===== src/rtl/hazard_pkg.sv =====
// Shared types and constants for the decode-stage hazard/stall controller.
package hazard_pkg;

   typedef enum logic {MD_IDLE, MD_BUSY} md_state_t;

   localparam int MUL_CYCLES_DEF = 4;
   localparam int DIV_CYCLES_DEF = 32;
   localparam int MD_CNT_W       = 6;

endpackage


===== src/rtl/md_busy_timer.sv =====
// Busy/done tracker for the multi-cycle multiply/divide unit: IDLE/BUSY FSM
// plus a down-counter of remaining busy cycles.
module md_busy_timer
   import hazard_pkg::*;
#(
   parameter int MUL_CYCLES = MUL_CYCLES_DEF,
   parameter int DIV_CYCLES = DIV_CYCLES_DEF
) (
   input  logic clk,
   input  logic rst_n,
   input  logic start,
   input  logic is_div,
   output logic busy,
   output logic done,
   output logic cnt_nz
);

   localparam logic [MD_CNT_W-1:0] MUL_LOAD = MD_CNT_W'(MUL_CYCLES - 1);
   localparam logic [MD_CNT_W-1:0] DIV_LOAD = MD_CNT_W'(DIV_CYCLES - 1);

   md_state_t             state;
   logic [MD_CNT_W-1:0]   cnt;
   logic                  done_r;
   logic [MD_CNT_W-1:0]   load_val;

   assign load_val = is_div ? DIV_LOAD : MUL_LOAD;

   // Latencies are at least 2, so a fresh load never lands on done.
   always_ff @(posedge clk or negedge rst_n) begin
      if (!rst_n) begin
         state  <= MD_IDLE;
         cnt    <= '0;
         done_r <= 1'b0;
      end else begin
         case (state)
            MD_IDLE: begin
               done_r <= 1'b0;
               if (start) begin
                  state <= MD_BUSY;
                  cnt   <= load_val;
               end
            end
            MD_BUSY: begin
               if (cnt != '0) begin
                  cnt    <= cnt - 1'b1;
                  done_r <= (cnt == MD_CNT_W'(1));
               end else if (start) begin
                  cnt    <= load_val;
                  done_r <= 1'b0;
               end else begin
                  state  <= MD_IDLE;
                  done_r <= 1'b0;
               end
            end
            default: begin
               state  <= MD_IDLE;
               done_r <= 1'b0;
            end
         endcase
      end
   end

   assign busy   = (state == MD_BUSY);
   assign done   = done_r;
   assign cnt_nz = (cnt != '0);

endmodule


===== src/rtl/hazard_stall_unit.sv =====
// Decode-stage hazard controller: load-use and mul/div stalls, taken-branch
// flushes, and a saturating stall-cycle counter.
module hazard_stall_unit
   import hazard_pkg::*;
#(
   parameter int MUL_CYCLES = MUL_CYCLES_DEF,
   parameter int DIV_CYCLES = DIV_CYCLES_DEF
) (
   input  logic        clk,
   input  logic        rst_n,
   input  logic [4:0]  D_Rs,
   input  logic [4:0]  D_Rt,
   input  logic        D_UseRs,
   input  logic        D_UseRt,
   input  logic        D_IsMD,
   input  logic        D_IsDiv,
   input  logic        D_ReadHiLo,
   input  logic [4:0]  E_Rw,
   input  logic        E_MemRd,
   input  logic        E_RegWr,
   input  logic        Br_Taken,
   output logic        PC_Wr,
   output logic        D_Wr,
   output logic        D_Flush,
   output logic        E_Flush,
   output logic        MD_Busy,
   output logic        MD_Done,
   output logic [31:0] StallCnt
);

   logic        load_use;
   logic        md_hazard;
   logic        stall;
   logic        start;
   logic        md_cnt_nz;
   logic [31:0] stall_cnt_reg;

   assign load_use  = E_MemRd & E_RegWr & (E_Rw != 5'd0) &
                      ((D_UseRs & (D_Rs == E_Rw)) | (D_UseRt & (D_Rt == E_Rw)));
   assign md_hazard = MD_Busy & md_cnt_nz & (D_IsMD | D_ReadHiLo);
   assign stall     = (load_use | md_hazard) & ~Br_Taken;
   // A squashed mult/div must not start the unit.
   assign start     = D_IsMD & ~stall & ~Br_Taken;

   assign PC_Wr   = ~stall;
   assign D_Wr    = ~stall;
   assign D_Flush = Br_Taken;
   assign E_Flush = stall | Br_Taken;

   md_busy_timer #(
      .MUL_CYCLES (MUL_CYCLES),
      .DIV_CYCLES (DIV_CYCLES)
   ) u_md_busy_timer (
      .clk    (clk),
      .rst_n  (rst_n),
      .start  (start),
      .is_div (D_IsDiv),
      .busy   (MD_Busy),
      .done   (MD_Done),
      .cnt_nz (md_cnt_nz)
   );

   always_ff @(posedge clk or negedge rst_n) begin
      if (!rst_n) begin
         stall_cnt_reg <= '0;
      end else if (stall && (stall_cnt_reg != 32'hFFFF_FFFF)) begin
         stall_cnt_reg <= stall_cnt_reg + 32'd1;
      end
   end

   assign StallCnt = stall_cnt_reg;

endmodule


===== config.mk =====
export PLATFORM = sky130hd
export DESIGN_NAME = hazard_stall_unit
export DESIGN_NICKNAME = d
export VERILOG_FILES = /design/src/rtl/hazard_pkg.sv /design/src/rtl/md_busy_timer.sv /design/src/rtl/hazard_stall_unit.sv
export SDC_FILE = /design/constraint.sdc
export NUM_CORES = 1
export LEC_CHECK = 0
export ABC_AREA = 1
export BUFFER_PORTS_ARGS = -buffer_cell sky130_fd_sc_hd__buf_2
export CAP_MARGIN = 20
export CORE_ASPECT_RATIO = 0.75
export CORE_MARGIN = 3
export CORE_UTILIZATION = 55
export CTS_BUF_LIST = sky130_fd_sc_hd__clkbuf_4
export CTS_CLUSTER_SIZE = 14
export DETAILED_ROUTE_END_ITERATION = 16
export PLACE_DENSITY = 0.81
export RECOVER_POWER = 25
export SLEW_MARGIN = 15
export SYNTH_ARGS = -nofsm -noshare
export SYNTH_HDL_FRONTEND = slang
export SYNTH_SLANG_ARGS = --single-unit

===== constraint.sdc =====
create_clock -name clk -period 4 [get_ports clk]
set_input_delay 0.8 -clock clk [delete_from_list [all_inputs] [get_ports clk]]
set_output_delay 0.8 -clock clk [all_outputs]
set_load 0.01 [all_outputs]

### Word-level counts from Yosys, hierarchy flattened

Index checks and enable logic that the tools add are counted.

* flip-flop bits (word level): 40
* input port bits: 25
* output and inout port bits: 38
* logic and storage cells: 39

* $add $sub $neg: 2
* eq/ne operators: 4
* muxes and demuxes: 9
* bitwise logic cells: 17
* reduce and logical (&&, ||, !) cells: 3

Operator list (number)
* $add 32x1->32 const B: 1
* $ne 32x32->1 const B: 1
* $mux 6: 2
* $pmux 6 s2: 1
* $and 1x1->1: 10
* $eq 5x5->1: 2
* $eq 6x1->1 const B: 1
* $reduce_bool 6->1: 1
* $sub 6x1->6 const B: 1
* $mux 5: 1
* $reduce_bool 5->1: 1
* $or 1x1->1: 4
* $pmux 1 s2: 2
* $mux 1: 3
* $not 1->1: 3
* $logic_and 1x1->1: 1

### Depth between registers and ports, before layout

Gate-level depths: netlist of run 1.

* depth in word-level cells: 12
* depth in mapped cells: 13
* gate-level depth less buffers: 13

### Hierarchy

From an unflattened synthesis of run 1, not the netlist that was laid out.

* cell total of the unflattened synthesis: 479
* area, all modules: 3036.7 µm²

By module, submodules not included
* hazard_stall_unit: times used 1, cells each 405, area an instance 2491.1 µm², seq. area each 800.8 µm²
* md_busy_timer: times used 1, cells each 74, area an instance 545.5 µm², seq. area each 200.2 µm²

### Worst setup path before layout of run 1

OpenSTA, ideal clock, no wires.

* kind: input-to-output
* start: in E_Rw[2]
* end: out PC_Wr
* data arrival time: 1.549 ns
* required time: 3.200 ns
* path slack: 1.651 ns
* stages on the path: 10
* buffers on the path: 1
* path through: inv_1 nand2_1 nand2_1 nor2_1 nand3_1 nand2_1 nand2_1 nand2_1 nand2_1 buf_4

* word-level cells in the longest chain between the ends: 7
* elaborated cells between the ends (all ways): 11
* those cells by class: eq/ne (2); bitwise (8); reduce/logical (1)

RTL lines
* from (decl): RTL line hazard_stall_unit.sv:18 `input logic [4:0] E_Rw,`
* $eq 5x5->1: RTL line hazard_stall_unit.sv:39 `((D_UseRs & (D_Rs == E_Rw)) | (D_UseRt & (D_Rt == E_Rw)));`
* $and 1x1->1: RTL line hazard_stall_unit.sv:39
* $or 1x1->1: RTL line hazard_stall_unit.sv:39
* $and 1x1->1 (*): RTL line hazard_stall_unit.sv:38 `assign load_use = E_MemRd & E_RegWr & (E_Rw != 5'd0) &`
* $or 1x1->1 (*): RTL line hazard_stall_unit.sv:41 `assign stall = (load_use | md_hazard) & ~Br_Taken;`
* $and 1x1->1 (*): RTL line hazard_stall_unit.sv:41
* $not 1->1 (*)
* to (decl): RTL line hazard_stall_unit.sv:22 `output logic PC_Wr,`

Mark *: on every way between the ends. The rest lies on a longest branch, timed or not.

### Worst setup path after layout of run 1

* start: reg u_md_busy_timer.cnt[0]
* end: out PC_Wr

* word-level cells in the longest chain between the ends: 6

RTL lines
* from (decl): RTL line md_busy_timer.sv:22 `logic [MD_CNT_W-1:0] cnt;`
* from (signal assigned): RTL line md_busy_timer.sv:40 `cnt <= load_val;`
* from (signal assigned): RTL line md_busy_timer.sv:45 `cnt <= cnt - 1'b1;`
* from (signal assigned): RTL line md_busy_timer.sv:48 `cnt <= load_val;`
* $reduce_bool 6->1: RTL line md_busy_timer.sv:65 `assign cnt_nz = (cnt != '0);`
* $and 1x1->1 (2 in a row): RTL line hazard_stall_unit.sv:40 `assign md_hazard = MD_Busy & md_cnt_nz & (D_IsMD | D_ReadHiLo);`
* $or 1x1->1: RTL line hazard_stall_unit.sv:41
* $and 1x1->1: RTL line hazard_stall_unit.sv:41
* $not 1->1: RTL line hazard_stall_unit.sv:45 `assign PC_Wr = ~stall;`

Every way passes these cells.

==> results of run 1 <==
-- power by group through the flow --
stage | Clock, µW | Sequential (µW) | Combinational [µW]
after global placement | 0 | 586 | 492
after CTS | 222 | 581 | 511
final | 215 | 583 | 507
after detailed placement | 0 | 589 | 507
after floorplan | 0 | 599 | 359
after global routing | 240 | 596 | 576
-- metrics by stage --
| step | instance area (µm²) | power [µW] | setup WS (ns) | hold WS, ns |
|---|---|---|---|---|
| 5_1_grt | 3040 | 1410 | 1.17 | 0.581 |
| 4_1_cts | 3040 | 1310 | 1.35 | 0.536 |
| 2_1_floorplan | 2680 | 958 | 1.65 | 0.489 |
| 3_5_place_dp | 2980 | 1100 | 1.20 | 0.523 |
| 3_3_place_gp | 2980 | 1080 | 1.27 | 0.512 |
| 6_report | 3040 | 1300 | 1.36 | 0.530 |
-- cell type report --
class	instances	area share, %
clock inverters	1	0.124
well taps	57	2.35
flip-flops and latches	40	32.9
clock buffers	7	1.73
repair buffers	62	10.2
inverters	40	5.02
multi-input cells	305	47.7
-- final timing paths --
path                       cells past startpoint                               end
setup / recovery                               9                             PC_Wr
min in group asynchronous                      1          StallCnt[29]$_DFFE_PN0P_
hold / removal                                 1  u_md_busy_timer.cnt[5]$_DFF_PN0_
setup reg to reg                              12           StallCnt[2]$_DFFE_PN0P_
max in group asynchronous                      1           StallCnt[6]$_DFFE_PN0P_
hold reg to reg                                1  u_md_busy_timer.cnt[5]$_DFF_PN0_
-- placed cells by master (no fill, tap or decap) --
cell type,n
xor2_1,23
clkbuf_1,1
clkinv_1,1
xnor2_1,5
nor4_1,3
nand2_1,161
nor4_2,1
nand4_1,6
dfrtp_1,40
o21ai_2,6
nand3_1,17
ha_1,3
buf_2,61
nor2_1,46
inv_4,1
o21ai_0,12
clkbuf_4,7
nor2_2,1
o22ai_1,1
inv_2,2
a21oi_1,1
nor3_1,16
nand3b_1,2
nand3_2,1
inv_1,37
-- routing by layer --
| layer | GRT usage, % | vias to the layer above |
|---|---|---|
| met5 | 0 | - |
| met3 | 6.72 | 13 |
| met2 | 32.8 | 90 |
| met1 | 36.4 | 1180 |
| li1 | - | 1353 |
| met4 | 5.64 | 0 |
-- cells by family (layout without fill, tap and decap cells) --
kind of cell	Yosys count	in the layout	share of synthesized area, %
and+or+nand+nor	254	254	38.9
buffers and inverters	48	110	8.50
DFF	40	40	37.4
xor gates and xnor gates	28	28	9.16
AOI/OAI and AO/OA	20	20	4.63
adders and majority gates	3	3	1.40
-- sequential cells by signal, summed over array words and instances, names as in the netlist --
name,flops
StallCnt,32
u_md_busy_timer.done,1
u_md_busy_timer.cnt,6
u_md_busy_timer.busy,1
==> run metrics, run 1 <==
Inserted Clock Buffers=5; vias in the first global route=2236; number of flops mapped to enable cells by yosys=0; Gate Count Post-Synth=393; P_leak=0.00165 µW; DR iter-0 viols=167; Async S/R FF share, synth=100%; area share of the largest cell type after synthesis=37.4%; antenna violations before repair=0; Setup crit start=u_md_busy_timer.cnt[0]$_DFF_PN0_; Post-Syn Area=0.00268 mm²; Reg area=0.00100 mm²; Crit. End Element=output pin; post-synth cell types=23; Reg power frac=44.7%; Die Height=66.4 µm; fin crit period=2.64 ns; Main synth FF type=dfrtp_1; Final setup viols=0; hold_sp=u_md_busy_timer.busy$_DFF_PN0_; DR WL met3=505 µm; r2r startpoint=u_md_busy_timer.cnt[0]$_DFF_PN0_; Finished Layout Cells=512; Seq/Total Area, Yosys=37.4%; pwr dens=429 mW/mm²; crit path DAT=1.84 ns; per-cell routed wire length=12.4 µm; max_cap viols=1; Max Fclk=0.379 GHz; area delta synth->final=13.5%; First-pass DRT Iterations=5; # resized after CTS=0; number of synthesized register bits=40; Setup Skew=0.00899 ns; Initial Utilization=58.6%; max_slew headroom=-39.6%; dpl cells=504; final worst path period share=65.9%; CP dominant cell by count=nand2_1; largest net degree at the start of global routing=41; total overflow reported by the global router=0; type of the most critical hold path=reg2reg; Worst Path Required=3.20 ns; first-pass GRT wire length=10600 µm; total wire length=6350 µm; Layout fillers=433; port bufs=62; clock share of power=16.5%; clock sinks=40; Global Route Usage Sum=23.8%; crit path kind=reg2out; violated checks=max-capacitance violations, max-slew violations; leading cell type by number of instances after synthesis=nand2_1; Net Sw Frac=41.7%; Slowest-stage cell, CP=dfrtp_1; Core ar.=0.00457 mm²; outcome=finished with violations; worst-margin pin slew=2.09 ns; Die W=86.6 µm; layout cell share with drive strength beyond 1=17.6%; synth top area cells=dfrtp_1, nand2_1, xor2_1; Cell Int Power=761 µW; RSZ-0062 raised after global routing=no; Boundary Pins=63; Die ar.=0.00575 mm²; wire length on met1=3200 µm; Diodes inserted=0; syn_nets=421; top sig layer=met4; DP HPWL=4910 µm; Synth area leader=dfrtp_1; maximum vdd drop=0.384 mV; routability cong.=0.936; top post-synthesis cells by count=nand2_1, nor2_1, dfrtp_1; final core utilization=66.5%; delay-heaviest family, CP=simple AND/OR/NAND/NOR gates; Fin Setup TNS=0 ns; CP Cell Sequence=inv_1 > ha_1 > nand3_1 > nand2_1 > inv_2 > o21ai_2 > nand2_1 > nand2_1 > buf_2; worst skew pair latency=0.36 ns; Final Slew Violations=41; P_sw=543 µW; buffer and inverter count on the worst path=3; # rows=21; # DRC=0; Nets=482; via-per-instance ratio=5.15; combinational share of power=38.9%; Fin. Hold Viols=0; delay of the slowest critical-path stage=0.40 ns; Setup Fix Bufs, Post-CTS=0; TritonCTS clock tree=built; vias=2636; area of the multi-input gates=0.00145 mm²; CP Launch Type=flip-flop; r2r setup slk=1.51 ns; met2 wire len=2570 µm; crit-path max FO=5; hold buffers post-CTS=0; Antenna Nets Post-Route=0; Root Buffer=clkbuf_4; synth warn=0; mean post-synth cell area=6.81 µm²; Clock Tree Buf Depth=2; H-tree depth=2; Worst-path clk slew=0.12 ns
Power figures use the tool's default switching activity.
==> run 2: changes to the inputs <==
clock period = 2.6 ns   (was 4 ns; I/O delays follow)
==> run 2 against run 1 <==
The flow still finishes with violations (max-capacitance violations, max-slew violations). Die area is the same. Power grew 55%. Utilization grew 0.36 points. Largest cell class unchanged. Largest power group unchanged.
==> run metrics, run 2 (synthesis results as in run 1) <==
outcome=finished with violations; violated checks=max-capacitance violations, max-slew violations; commonest non-fill, non-tap cells in the layout=nand2_1, buf_2, nor2_1; CP Launch Type=flip-flop; max_cap viols=1 (unchanged); Fin. Hold Viols=0 (unchanged); total wire length=6540 µm (+3.1%); Die W=86.6 µm (unchanged); fin crit period=2.35 ns; largest net degree at the start of global routing=41 (unchanged); RSZ-0062 raised after global routing=no; Die ar.=0.00575 mm² (unchanged); Max Fclk=0.426 GHz; Die Height=66.4 µm (unchanged); H-tree depth=2 (unchanged); Worst-path clk slew=0.12 ns (about the same); First-pass DRT Iterations=5 (unchanged); post-layout worst setup margin=0.250 ns (-1.11 ns); per-cell routed wire length=12.7 µm (+2.7%); routability cong.=0.966 (+3.3%); Power, Total=2020 µW (+55%); TritonCTS clock tree=built; total overflow reported by the global router=0 (unchanged); port bufs=62 (unchanged); pre-CTS setup slack=0.535 ns (-0.662 ns); Nets=485 (+0.62%); # rows=21 (unchanged); crit path DAT=1.83 ns (about the same); crit-path max FO=5 (unchanged); Inserted Clock Buffers=5 (unchanged); final worst path period share=90.4%; max_slew headroom=-43.7% (-4.1 points); P_leak=0.00166 µW (+0.67%); # DRC=0 (unchanged); pwr dens=661 mW/mm² (+54%); vias=2693 (+2.2%); first-pass GRT wire length=11100 µm (+4.1%); Antenna Nets Post-Route=0 (unchanged); Crit. End Element=output pin; worst-margin pin slew=2.16 ns (+0.0617 ns); vias in the first global route=2440 (+9.1%); worst skew pair latency=0.36 ns (about the same); Fin Setup TNS=0 ns (unchanged); Final setup viols=0 (unchanged); # resized after CTS=0 (unchanged); Boundary Pins=63 (unchanged); Final Slew Violations=41 (unchanged); hold buffers post-CTS=0 (unchanged); type of the most critical hold path=in2reg; clock sinks=40 (unchanged); Setup Skew=0.0108 ns (+0.00180 ns); final core utilization=66.8% (+0.36 points); crit path kind=reg2out; Root Buffer=clkbuf_4; Setup Fix Bufs, Post-CTS=0 (unchanged); maximum vdd drop=0.443 mV (+15%); Core ar.=0.00457 mm² (unchanged); area delta synth->final=14.1%; layout cell share with drive strength beyond 1=18.2% (+0.58 points); via-per-instance ratio=5.24 (+1.8%); DP HPWL=5100 µm (+4.0%); Worst Path Required=2.08 ns (-1.12 ns); commonest non-fill, non-tap cell in the layout=nand2_1; Largest register FFs=32 (unchanged); Clock Tree Buf Depth=2 (unchanged); Initial Utilization=58.6% (unchanged); DR iter-0 viols=201 (+20%); Global Route Usage Sum=24.3% (+0.45 points); Diodes inserted=0 (unchanged); antenna violations before repair=0 (unchanged)
## run 2: cell types whose count changed in the layout (fill, tap and decap cells not counted), sizes merged
cell    delta
buf        +3
clkbuf     -1
## run 2: final timing paths
kind | from | to | slack, ns | cells after the start
max | u_md_busy_timer.cnt[0]$_DFF_PN0_ | PC_Wr | 0.25 | 9
min | D_IsDiv | u_md_busy_timer.cnt[3]$_DFF_PN0_ | 0.53 | 5
max reg2reg | StallCnt[1]$_DFFE_PN0P_ | StallCnt[18]$_DFFE_PN0P_ | 0.50 | 11
min reg2reg | u_md_busy_timer.busy$_DFF_PN0_ | u_md_busy_timer.cnt[5]$_DFF_PN0_ | 0.55 | 1
max in group asynchronous | rst_n | u_md_busy_timer.cnt[5]$_DFF_PN0_ | 0.60 | 1
min in group asynchronous | rst_n | StallCnt[16]$_DFFE_PN0P_ | 0.78 | 1
## run 2: critical path: stages (launching register included)
cell	delay, ns
dfrtp_1	0.40
inv_1	0.11
ha_1	0.23
nand3_1	0.11
nand2_1	0.15
inv_2	0.09
o21ai_2	0.08
nand2_1	0.10
nand2_1	0.07
buf_2	0.13
## run 2: power breakdown
part | internal (µW) | total, µW | switching, µW
logic | 305 | 808 | 503
registers | 756 | 896 | 140
clock network | 110 | 315 | 204
## run 2: cell type report
class                           instances  area (µm²)
Fill cell                             436        1520
Multi-Input combinational cell        305        1450
Sequential cell                        40        1000
Timing Repair Buffer                   65         332
Inverter                               40         153
Tap cell                               57        71.3
Clock buffer                            6        45.0
Clock inverter                          1        5.00
## run 2: metrics by stage
stage                     cell area (µm²)  instances  hold WS (ns)
after floorplan                      2680        393         0.224
after global placement               3010        507         0.523
after detailed placement             3010        507         0.528
after CTS                            3060        514         0.302
after global routing                 3060        514         0.527
final                                3060        514         0.530
## run 2: routing by layer
metal	global-route usage (%)	vias up	share of wire, %
met3	6.60	11	10
met2	35.8	125	42
li1	-	1349	-
met1	34.8	1208	46
met4	6.81	0	1.3
met5	0	-	0
